[config.mk]
export PLATFORM = sky130hd
export DESIGN_NAME = edge_bbox_locator_flat
export DESIGN_NICKNAME = d
export VERILOG_FILES = /design/src/rtl/edge_bbox_pkg.sv /design/src/rtl/edge_bbox_if.sv /design/src/rtl/edge_bbox_pos_counter.sv /design/src/rtl/edge_bbox_locator.sv /design/src/flat_wrapper.sv
export SDC_FILE = /design/constraint.sdc
export NUM_CORES = 1
export LEC_CHECK = 0
export CORE_AREA = 5 5 160 147
export CTS_CLUSTER_DIAMETER = 120
export DETAILED_ROUTE_END_ITERATION = 7
export DIE_AREA = 0 0 165 152
export HOLD_SLACK_MARGIN = 0.06
export PLACE_DENSITY = 0.66
export SYNTH_ARGS = -nofsm -noshare
export SYNTH_HDL_FRONTEND = slang
export SYNTH_HIERARCHICAL = 1
export SYNTH_SLANG_ARGS = --single-unit
[constraint.sdc]
create_clock -name clk -period 17.25 [get_ports clk]
set_input_delay 4.3125 -clock clk [delete_from_list [all_inputs] [get_ports clk]]
set_output_delay 4.3125 -clock clk [all_outputs]
set_load 0.05 [all_outputs]
[src/rtl/edge_bbox_pkg.sv]
// edge_bbox_pkg: shared types and constants
// for the edge bounding-box locator.
package edge_bbox_pkg;

  localparam int COORD_W = 11;
  localparam int COUNT_W = 20;

  typedef logic [COORD_W-1:0] coord_t;
  typedef logic [COUNT_W-1:0] count_t;

  typedef enum logic [1:0] {
    IDLE,
    ACTIVE,
    PUBLISH
  } state_e;

  localparam coord_t COORD_MIN_INIT = 11'd2047;
  localparam coord_t COORD_MAX_INIT = 11'd0;

  typedef struct packed {
    coord_t xmin;
    coord_t xmax;
    coord_t ymin;
    coord_t ymax;
    count_t cnt;
  } acc_t;

  localparam acc_t ACC_CLEAR = '{
    COORD_MIN_INIT, COORD_MAX_INIT,
    COORD_MIN_INIT, COORD_MAX_INIT,
    '0
  };

  function automatic count_t sat_inc(count_t v);
    return (v == '1) ? v : v + 1'b1;
  endfunction

endpackage

[src/rtl/edge_bbox_if.sv]
// edge_bbox_if: video-in / box-out bundle.
// post_* video-out exists only with EDGE_BBOX_OVERLAY_EN.
interface edge_bbox_if;
  import edge_bbox_pkg::*;

  logic   per_frame_vsync;
  logic   per_frame_href;
  logic   per_frame_clken;
  logic   per_img_Bit;
  logic   box_valid;
  logic   box_found;
  coord_t box_x_min;
  coord_t box_x_max;
  coord_t box_y_min;
  coord_t box_y_max;
  count_t edge_count;
`ifdef EDGE_BBOX_OVERLAY_EN
  logic   post_frame_vsync;
  logic   post_frame_href;
  logic   post_frame_clken;
  logic   post_img_Bit;
`endif

  modport master (
    output per_frame_vsync, per_frame_href,
    output per_frame_clken, per_img_Bit,
`ifdef EDGE_BBOX_OVERLAY_EN
    input  post_frame_vsync, post_frame_href,
    input  post_frame_clken, post_img_Bit,
`endif
    input  box_valid, box_found,
    input  box_x_min, box_x_max,
    input  box_y_min, box_y_max,
    input  edge_count
  );

  modport slave (
    input  per_frame_vsync, per_frame_href,
    input  per_frame_clken, per_img_Bit,
`ifdef EDGE_BBOX_OVERLAY_EN
    output post_frame_vsync, post_frame_href,
    output post_frame_clken, post_img_Bit,
`endif
    output box_valid, box_found,
    output box_x_min, box_x_max,
    output box_y_min, box_y_max,
    output edge_count
  );

endinterface

[src/rtl/edge_bbox_pos_counter.sv]
// edge_bbox_pos_counter: column/row position of
// the current pixel, cleared per frame.
module edge_bbox_pos_counter
  import edge_bbox_pkg::*;
#(
  parameter int IMG_H = 640,
  parameter int IMG_V = 480
) (
  input  logic   clk,
  input  logic   rst,
  input  logic   clear_i,
  input  logic   href_i,
  input  logic   clken_i,
  output coord_t x_o,
  output coord_t y_o,
  output logic   in_range_o
);

  localparam coord_t XLIM = COORD_W'(IMG_H);
  localparam coord_t YLIM = COORD_W'(IMG_V);

  coord_t x_q, x_d;
  coord_t y_q, y_d;
  logic   href_q;
  logic   href_fall;

  assign href_fall = href_q & ~href_i;

  always_comb begin
    x_d = x_q;
    y_d = y_q;
    if (clear_i) begin
      x_d = '0;
      y_d = '0;
    end else if (href_fall) begin
      x_d = '0;
      if (y_q != YLIM) y_d = y_q + 1'b1;
    end else if (href_i && clken_i) begin
      if (x_q != XLIM) x_d = x_q + 1'b1;
    end
  end

  always_ff @(posedge clk or posedge rst) begin
    if (rst) begin
      x_q    <= '0;
      y_q    <= '0;
      href_q <= 1'b0;
    end else begin
      x_q    <= x_d;
      y_q    <= y_d;
      href_q <= href_i;
    end
  end

  assign x_o        = x_q;
  assign y_o        = y_q;
  assign in_range_o = (x_q < XLIM) && (y_q < YLIM);

endmodule

[src/rtl/edge_bbox_locator.sv]
// edge_bbox_locator: per-frame bounding box of edge pixels.
// Video overlay of the last box with EDGE_BBOX_OVERLAY_EN.
module edge_bbox_locator
  import edge_bbox_pkg::*;
#(
  parameter int IMG_H           = 640,
  parameter int IMG_V           = 480,
  parameter int MIN_EDGE_PIXELS = 16
) (
  input logic        clk,
  input logic        rst,
  edge_bbox_if.slave bus
);

  state_e state_q, state_d;
  logic   vs_q, rise, fall, clr;
  logic   accept, in_rng;
  coord_t px, py;
  logic   pix_vld_q;
  coord_t pix_x_q, pix_y_q;
  acc_t   acc_q, acc_d;
  acc_t   box_q, box_d;
  logic   found_q, found_d;
  logic   valid_q;

  assign rise   = bus.per_frame_vsync & ~vs_q;
  assign fall   = ~bus.per_frame_vsync & vs_q;
  assign accept = bus.per_frame_href & bus.per_frame_clken;

  edge_bbox_pos_counter #(
    .IMG_H(IMG_H),
    .IMG_V(IMG_V)
  ) u_pos (
    .clk       (clk),
    .rst       (rst),
    .clear_i   (clr),
    .href_i    (bus.per_frame_href),
    .clken_i   (bus.per_frame_clken),
    .x_o       (px),
    .y_o       (py),
    .in_range_o(in_rng)
  );

  always_comb begin
    state_d = state_q;
    clr     = 1'b0;
    unique case (state_q)
      IDLE: if (rise) begin
        clr     = 1'b1;
        state_d = ACTIVE;
      end
      ACTIVE:  if (fall) state_d = PUBLISH;
      PUBLISH: state_d = IDLE;
      default: state_d = IDLE;
    endcase
  end

  // Edge pixels are registered first; the compare happens a cycle later.
  always_comb begin
    acc_d = acc_q;
    if (clr) begin
      acc_d = ACC_CLEAR;
    end else if (pix_vld_q) begin
      if (pix_x_q < acc_q.xmin) acc_d.xmin = pix_x_q;
      if (pix_x_q > acc_q.xmax) acc_d.xmax = pix_x_q;
      if (pix_y_q < acc_q.ymin) acc_d.ymin = pix_y_q;
      if (pix_y_q > acc_q.ymax) acc_d.ymax = pix_y_q;
      acc_d.cnt = sat_inc(acc_q.cnt);
    end
  end

  always_comb begin
    found_d   = acc_q.cnt >= COUNT_W'(MIN_EDGE_PIXELS);
    box_d     = '0;
    box_d.cnt = acc_q.cnt;
    if (found_d) box_d = acc_q;
  end

  always_ff @(posedge clk or posedge rst) begin
    if (rst) begin
      state_q   <= IDLE;
      vs_q      <= 1'b0;
      acc_q     <= ACC_CLEAR;
      pix_vld_q <= 1'b0;
      pix_x_q   <= '0;
      pix_y_q   <= '0;
      valid_q   <= 1'b0;
      found_q   <= 1'b0;
      box_q     <= '0;
    end else begin
      state_q   <= state_d;
      vs_q      <= bus.per_frame_vsync;
      acc_q     <= acc_d;
      pix_vld_q <= (state_q == ACTIVE) && accept &&
                   in_rng && !bus.per_img_Bit;
      pix_x_q   <= px;
      pix_y_q   <= py;
      valid_q   <= (state_q == PUBLISH);
      if (state_q == PUBLISH) begin
        found_q <= found_d;
        box_q   <= box_d;
      end
    end
  end

  assign bus.box_valid  = valid_q;
  assign bus.box_found  = found_q;
  assign bus.box_x_min  = box_q.xmin;
  assign bus.box_x_max  = box_q.xmax;
  assign bus.box_y_min  = box_q.ymin;
  assign bus.box_y_max  = box_q.ymax;
  assign bus.edge_count = box_q.cnt;

`ifdef EDGE_BBOX_OVERLAY_EN
  coord_t ox, oy;
  logic   orng, on_col, on_row, hit;
  logic [3:0] post_q;

  edge_bbox_pos_counter #(
    .IMG_H(IMG_H),
    .IMG_V(IMG_V)
  ) u_ov_pos (
    .clk       (clk),
    .rst       (rst),
    .clear_i   (rise),
    .href_i    (bus.per_frame_href),
    .clken_i   (bus.per_frame_clken),
    .x_o       (ox),
    .y_o       (oy),
    .in_range_o(orng)
  );

  always_comb begin
    on_col = (ox == box_q.xmin || ox == box_q.xmax) &&
             oy >= box_q.ymin && oy <= box_q.ymax;
    on_row = (oy == box_q.ymin || oy == box_q.ymax) &&
             ox >= box_q.xmin && ox <= box_q.xmax;
    hit    = found_q && accept && orng && (on_col || on_row);
  end

  always_ff @(posedge clk or posedge rst) begin
    if (rst) post_q <= '0;
    else post_q <= {bus.per_frame_vsync, bus.per_frame_href,
                    bus.per_frame_clken, bus.per_img_Bit & ~hit};
  end

  assign bus.post_frame_vsync = post_q[3];
  assign bus.post_frame_href  = post_q[2];
  assign bus.post_frame_clken = post_q[1];
  assign bus.post_img_Bit     = post_q[0];
`endif

endmodule
[src/flat_wrapper.sv]
// flat-port wrapper written by rule: the top's interface ports become plain ports
module edge_bbox_locator_flat import edge_bbox_pkg::*;
#(
  parameter int IMG_H           = 640,
  parameter int IMG_V           = 480,
  parameter int MIN_EDGE_PIXELS = 16
)
  (clk, rst, bus_per_frame_vsync, bus_per_frame_href, bus_per_frame_clken, bus_per_img_Bit, bus_box_valid, bus_box_found, bus_box_x_min, bus_box_x_max, bus_box_y_min, bus_box_y_max, bus_edge_count);
  edge_bbox_if bus_i ();
  input logic clk;
  input logic rst;
  input wire logic [$bits(bus_i.per_frame_vsync)-1:0] bus_per_frame_vsync;
  input wire logic [$bits(bus_i.per_frame_href)-1:0] bus_per_frame_href;
  input wire logic [$bits(bus_i.per_frame_clken)-1:0] bus_per_frame_clken;
  input wire logic [$bits(bus_i.per_img_Bit)-1:0] bus_per_img_Bit;
  output wire logic [$bits(bus_i.box_valid)-1:0] bus_box_valid;
  output wire logic [$bits(bus_i.box_found)-1:0] bus_box_found;
  output wire logic [$bits(bus_i.box_x_min)-1:0] bus_box_x_min;
  output wire logic [$bits(bus_i.box_x_max)-1:0] bus_box_x_max;
  output wire logic [$bits(bus_i.box_y_min)-1:0] bus_box_y_min;
  output wire logic [$bits(bus_i.box_y_max)-1:0] bus_box_y_max;
  output wire logic [$bits(bus_i.edge_count)-1:0] bus_edge_count;
  assign bus_i.per_frame_vsync = bus_per_frame_vsync;
  assign bus_i.per_frame_href = bus_per_frame_href;
  assign bus_i.per_frame_clken = bus_per_frame_clken;
  assign bus_i.per_img_Bit = bus_per_img_Bit;
  assign bus_box_valid = bus_i.box_valid;
  assign bus_box_found = bus_i.box_found;
  assign bus_box_x_min = bus_i.box_x_min;
  assign bus_box_x_max = bus_i.box_x_max;
  assign bus_box_y_min = bus_i.box_y_min;
  assign bus_box_y_max = bus_i.box_y_max;
  assign bus_edge_count = bus_i.edge_count;
  edge_bbox_locator #(.IMG_H(IMG_H), .IMG_V(IMG_V), .MIN_EDGE_PIXELS(MIN_EDGE_PIXELS)) u_core (.clk(clk), .rst(rst), .bus(bus_i));
endmodule
After elaboration in Yosys (flattened, before gate mapping)
Cells that the tools add are included.
- register bits: 179
- latch bits: 0
- RAM bits: 0
- memory bits (read-only): 0
- bits of input ports: 6
- output and inout port bits: 66
- word-level logic and storage cells: 89
- memories kept: 0
- $add $sub $neg: 3
- $mul: 0
- divide/modulo/power cells: 0
- order comparisons: 7
- equal/unequal tests: 8
- shift-type cells: 0
- muxes and demuxes: 20
- bitwise logic cells: 7
- reduce and logical (&&, ||, !) cells: 24
- operators with widths (kind ; number):
    64-bit two-way mux ; 3
    11-bit two-way mux ; 11
    11-bit by 1-bit adder with 11-bit output (second input constant) ; 2
    11-bit greater-than comparator ; 2
    11-bit < comparator ; 2
    20-bit by 1-bit adder with 20-bit output (second input constant) ; 1
    20-bit == test (second input constant) ; 1
    20-bit by 5-bit >= comparator with 1-bit output (second input constant) ; 1
    20-bit two-way mux ; 1
    2-bit AND reduction ; 8
    2-bit nonzero test ; 7
    11-bit by 10-bit < comparator with 1-bit output (second input constant) ; 1
    11-bit by 9-bit < comparator with 1-bit output (second input constant) ; 1
    11-bit by 10-bit inequality test with 1-bit output (second input constant) ; 1
    11-bit by 9-bit inequality test with 1-bit output (second input constant) ; 1
    2-bit by 1-bit inequality test with 1-bit output (second input constant) ; 3
    3-bit nonzero test ; 2
    1-bit logical AND ; 5
    1-bit bitwise AND ; 4
    2-bit two-way mux ; 2
    2-bit one-hot mux with 2 select lines ; 1
    1-bit inverter ; 3
    2-bit by 1-bit == test with 1-bit output (second input constant) ; 1
    2-bit == test (second input constant) ; 1
    3 further kinds ; 4

Longest topological paths before layout
- word-level depth: 6
- depth in mapped cells: 8
- gate-level depth less buffers: 7

By module
Netlist, hierarchy kept.
- modules (own cells, without submodules) (module ; instances ; cells an instance ; area an instance (um^2) ; sequential area each (um^2)):
    edge_bbox_locator ; 1 ; 676 ; 7244.4 ; 3931.3
    edge_bbox_pos_counter ; 1 ; 132 ; 1246.2 ; 575.6

Worst setup path after synthesis
Ideal clock, no wire load.
- kind: input port to flip-flop
- from: input bus_per_frame_vsync
- to: register u_core.u_pos.y_q[10] (netlist: u_core/u_pos/y_o[10])
- library setup time: 0.078 ns
- arrival time: 6.149 ns
- required time: 17.172 ns
- setup slack: 11.023 ns
- cell stages on the path: 8
- path buffers: 3
- path through: or4b_1 -> buf_6 -> inv_1 -> clkbuf_1 -> buf_2 -> o211ai_1 -> or3_1 -> a21oi_1
- word-level cells in the longest chain between the ends: 5
- elaborated cells on any way between the ends: 7
- classes of those cells: mux (3); bitwise (1); reduce/logical (3)
- ends and longest elaborated chain (item ; RTL line ; RTL):
    start: declaration ; flat_wrapper.sv:12 ; input wire logic [$bits(bus_i.per_frame_vsync)-1:0] bus_per_frame_vsync;
    1-bit bitwise AND (*) ; edge_bbox_locator.sv:26 ; assign rise = bus.per_frame_vsync & ~vs_q;
    1-bit two-way mux (*) ; edge_bbox_locator.sv:48 ; IDLE: if (rise) begin
    1-bit two-way mux (*) ; edge_bbox_locator.sv:47 ; unique case (state_q)
    named net u_core.clr ; edge_bbox_locator.sv:16 ; logic vs_q, rise, fall, clr;
    2-bit nonzero test (no line) ; - ;
    2-bit AND reduction (no line) ; - ;
    end signal: assignment ; edge_bbox_pos_counter.sv:50 ; y_q <= y_d;
    end: declaration ; edge_bbox_pos_counter.sv:23 ; coord_t y_q, y_d;
Mark *: on every way through the listed nets, which the timed path passes. The rest lies on a longest branch.
A chain may end at the register's enable or synchronous reset.

Final worst setup path
- from: input bus_per_frame_vsync
- to: register u_core.u_pos.y_q[2] (netlist: u_core/u_pos/y_o[2])
- word-level cells in the longest chain between the ends: 5
- elaborated cells on any way between the ends: 7
- classes of those cells: mux (3); bitwise (1); reduce/logical (3)
- ends and longest elaborated chain (item ; RTL line):
    1-bit bitwise AND (*) ; edge_bbox_locator.sv:26
    1-bit two-way mux (*) ; edge_bbox_locator.sv:48
    1-bit two-way mux (*) ; edge_bbox_locator.sv:47
    2-bit nonzero test (no line) ; -
    2-bit AND reduction (no line) ; -
Mark *: on every way between the ends. The rest lies on a longest branch, timed or not.

==> run_results.csv <==
group,metric,value,unit
status,outcome,"completed",
setup_path,max_stage_delay,0.49,ns
logic_synthesis,syn_area,0.008491,sq mm
detailed_routing,wl,19290,microns
detailed_routing,antenna_left,0,
logic_synthesis,ys_seq_area_share,53.08,%
global_route,grt_remaining_overflow,0,
global_route,antenna_found_initial,0,
setup_path,path_class,"in2reg",
timing,fin_crit_sh,39.46,%
timing,setup_tns,0,ns
clock_tree,clkLatencyLatePin,0.44,ns
logic_synthesis,synth_cells,808,
logic_synthesis,yosysTopAreaCellShare,46.27,%
layout,layout.cells.most_common_list,"dfrtp_1 (157), clkdlybuf4s50_1 (71), nand2_1 (66), inv_1 (62), o21ai_0 (56)",
logic_synthesis,yosysWarnings,6,
timing,maxSlewHeadroom,28.18,%
layout,stdcell_area,0.01010,sq mm
clock_tree,cts_buffer_depth,2,
detailed_routing,viasPerCell,5.422,
placement,place.port_buffers,71,
timing,rsz0062_at_grt,"no",
logic_synthesis,synthTopCellsByArea,"dfrtp_1 (46%), ha_1 (7.1%), dfstp_2 (6.8%)",
detailed_routing,drc,0,
logic_synthesis,syn-num-nets,862,
clock_tree,clock_sinks,179,
layout,diodes,0,
setup_path,arrival,7.17,ns
setup_path,crit_path_cell_trace,"clkdlybuf4s50_1, or4b_1, buf_4, clkinv_1, buf_4, nor2_1, and4_1, or3_1, a21oi_1",
layout,drive_gt1_share,8.686,%
timing,timing.hold.ws,0.4418,ns
layout,fin_nets,916,
clock_tree,clk_pin_slew_worst_paths,0.07,ns
global_route,grt_max_degree,94,
floorplanning,dieWidth,165,microns
run,drv_cap,0,
setup_path,cp_num_buf_inv,4,
timing,tightest_slew,1.075,ns
layout,layout_commonest_cell,"dfrtp_1",
layout,stdcell_count,1172,
detailed_routing,drt-initial-drc-count,478,
logic_synthesis,async_flop_share,100.0,%
timing,fmax,146.9,MHz
logic_synthesis,avgSynthCellArea,10.51,sq um
setup_path,rrSetupSlack,14.33,ns
layout,area_delta_synth_final,19.01,%
setup_path,cp_common_cell,"buf_4",
setup_path,start_kind,"input pin",
floorplanning,die_h,152,microns
clock_tree,cts_tree,"done",
placement,dp_hpwl,13260,microns
placement,placed_cells,1140,
clock_tree,cts_root_buf,"clkbuf_16",
logic_synthesis,synth_ff_type,"dfrtp_1",
floorplanning,dieArea,0.02508,sq mm
detailed_routing,first_pass_iters,5,
pwr,vdd_drop_max,0.05314,mV
floorplanning,ios,72,
timing,finClkSkew,0.01034,ns
detailed_routing,vias,6355,
global_route,track_usage,15.76,%
timing,min_period,6.807,ns
logic_synthesis,ys_types,60,
clock_tree,cts_buffers,17,
floorplanning,core,0.02186,sq mm
global_route,grt_pass1_wl,31960,microns
hold_path,hp-class,"reg2reg",
setup_path,critical_path.top_delay_family,"buffers and inverters",
logic_synthesis,ys_ff_latch,179,
logic_synthesis,synth-edff-count,0,
timing,drv_slew,0,
placement,gp_congestion,0.8884,
pwr,p_per_area,112.0,mW/mm^2
setup_path,cp_data_required_time,17.61,ns
global_route,grt_pass1_vias,6094,
clock_tree,postCtsSetupBuffers,0,
timing,hold_viol_final,0,
logic_synthesis,yosys.area.top_type,"dfrtp_1",
floorplanning,start_util,38.84,%
clock_tree,htreeDepth,4,
pwr,power.leakage,0.004486,uW
setup_path,slowest_stage,"clkdlybuf4s50_1",
clock_tree,post_cts_resized,0,
setup_path,worst-path-max-fanout,36,
detailed_routing,wl_per_cell,16.46,microns
timing,setup_viol,0,
clock_tree,hold_buffers,0,
placement,dpl_cell_area,0.009473,sq mm
setup_path,cp-end-kind,"register",
floorplanning,rows,52,
-- through the flow --
| step | power (uW) | worst slack [ns] | utilization [%] |
|---|---|---|---|
| 2_1_floorplan | 658.2 | 8.767 | - |
| 3_3_place_gp | 727.6 | 10.02 | 43.33 |
| 3_5_place_dp | 730.5 | 10.01 | 43.33 |
| 4_1_cts | 1141 | 10.47 | 46.22 |
| 5_1_grt | 1187 | 10.20 | 46.22 |
| 6_report | 1132 | 10.44 | 46.22 |
-- flip-flops by register name (all words and copies together), names as in the netlist --
signal / flops
u_core/acc_q: 64
u_core/bus.box_found: 1
u_core/bus.box_valid: 1
u_core/bus.box_x_max: 11
u_core/bus.box_x_min: 11
u_core/bus.box_y_max: 11
u_core/bus.box_y_min: 11
u_core/bus.edge_count: 20
u_core/pix_vld_q: 1
u_core/pix_x_q: 11
u_core/pix_y_q: 11
u_core/state_q: 2
u_core/u_pos/href_q: 1
u_core/u_pos/x_o: 11
u_core/u_pos/y_o: 11
u_core/vs_q: 1
-- synth_stat cells, types with 3 or more instances --
cell type  count
dfrtp_1      157
nand2_1       66
inv_1         64
o21ai_0       56
a21oi_1       54
o211ai_1      50
ha_1          48
a22o_1        44
nand3_1       36
nor2_1        36
clkbuf_1      28
dfstp_2       22
or3_1         19
nor4_1        12
nand4_1       10
xnor2_1        9
xor2_1         8
buf_2          7
buf_1          6
nor3_1         6
nand2b_1       5
a2111oi_0      4
and4_1         4
o2111ai_1      4
a211o_1        3
a21o_1         3
and2_1         3
nand3b_1       3
-- logic make-up (layout without fill, tap and decap cells) --
logic type	after synthesis	in the layout	share of synthesized area [%]
AOI/OAI and AO/OA	241	241	19.82
and+or+nand+nor	214	214	12.95
DFF	179	179	53.08
buffers and inverters	108	175	5.202
adders and majority gates	48	48	7.073
xor gates and xnor gates	17	17	1.754
muxes	1	1	0.1179
-- worst register-to-register path, cell delays in order (launching register included) --
cell      delay, ns
dfrtp_1        0.41
or4b_1         0.50
buf_4          0.25
clkinv_1       0.47
buf_4          0.46
nor2_1         0.08
and4_1         0.25
or3_1          0.31
a21oi_1        0.13
-- report_power, final --
part	switching (uW)	internal [uW]
clock network	164	245
registers	35.2	468
logic	143	77.3
total	342	790
-- layout make-up --
class / instances / area [sq um]
Fill cell: 2065 / 11760
Sequential cell: 179 / 4507
Inverter: 64 / 245.2
Clock inverter: 10 / 147.6
Clock buffer: 22 / 484.2
Multi-Input combinational cell: 521 / 3578
Timing Repair Buffer: 79 / 770.7
Tap cell: 297 / 371.6
-- layer usage --
metal	wire [microns]	share of wire, %	GRT usage [%]
met1	9161	48	22.34
met2	8751	45	23.44
met3	982	5.1	4.361
met4	390	2.0	5.030
met5	0	0	0
-- path summary, 6_finish.rpt --
path	startpoint	end	cells after the start
max in group asynchronous	rst	u_core/bus.box_y_max[3]$_DFFE_PP0P_	3
hold reg to reg	u_core/u_pos/y_o[8]$_DFFE_PP0P_	u_core/pix_y_q[8]$_DFF_PP0_	0
setup / recovery	bus_per_frame_vsync	u_core/u_pos/y_o[2]$_DFFE_PP0P_	9
hold / removal	u_core/u_pos/y_o[8]$_DFFE_PP0P_	u_core/pix_y_q[8]$_DFF_PP0_	0
min in group asynchronous	rst	u_core/pix_y_q[8]$_DFF_PP0_	2
setup reg to reg	u_core/state_q[1]$_DFFE_PP0P_	u_core/u_pos/y_o[2]$_DFFE_PP0P_	8
(Power assumes the default switching activity.)
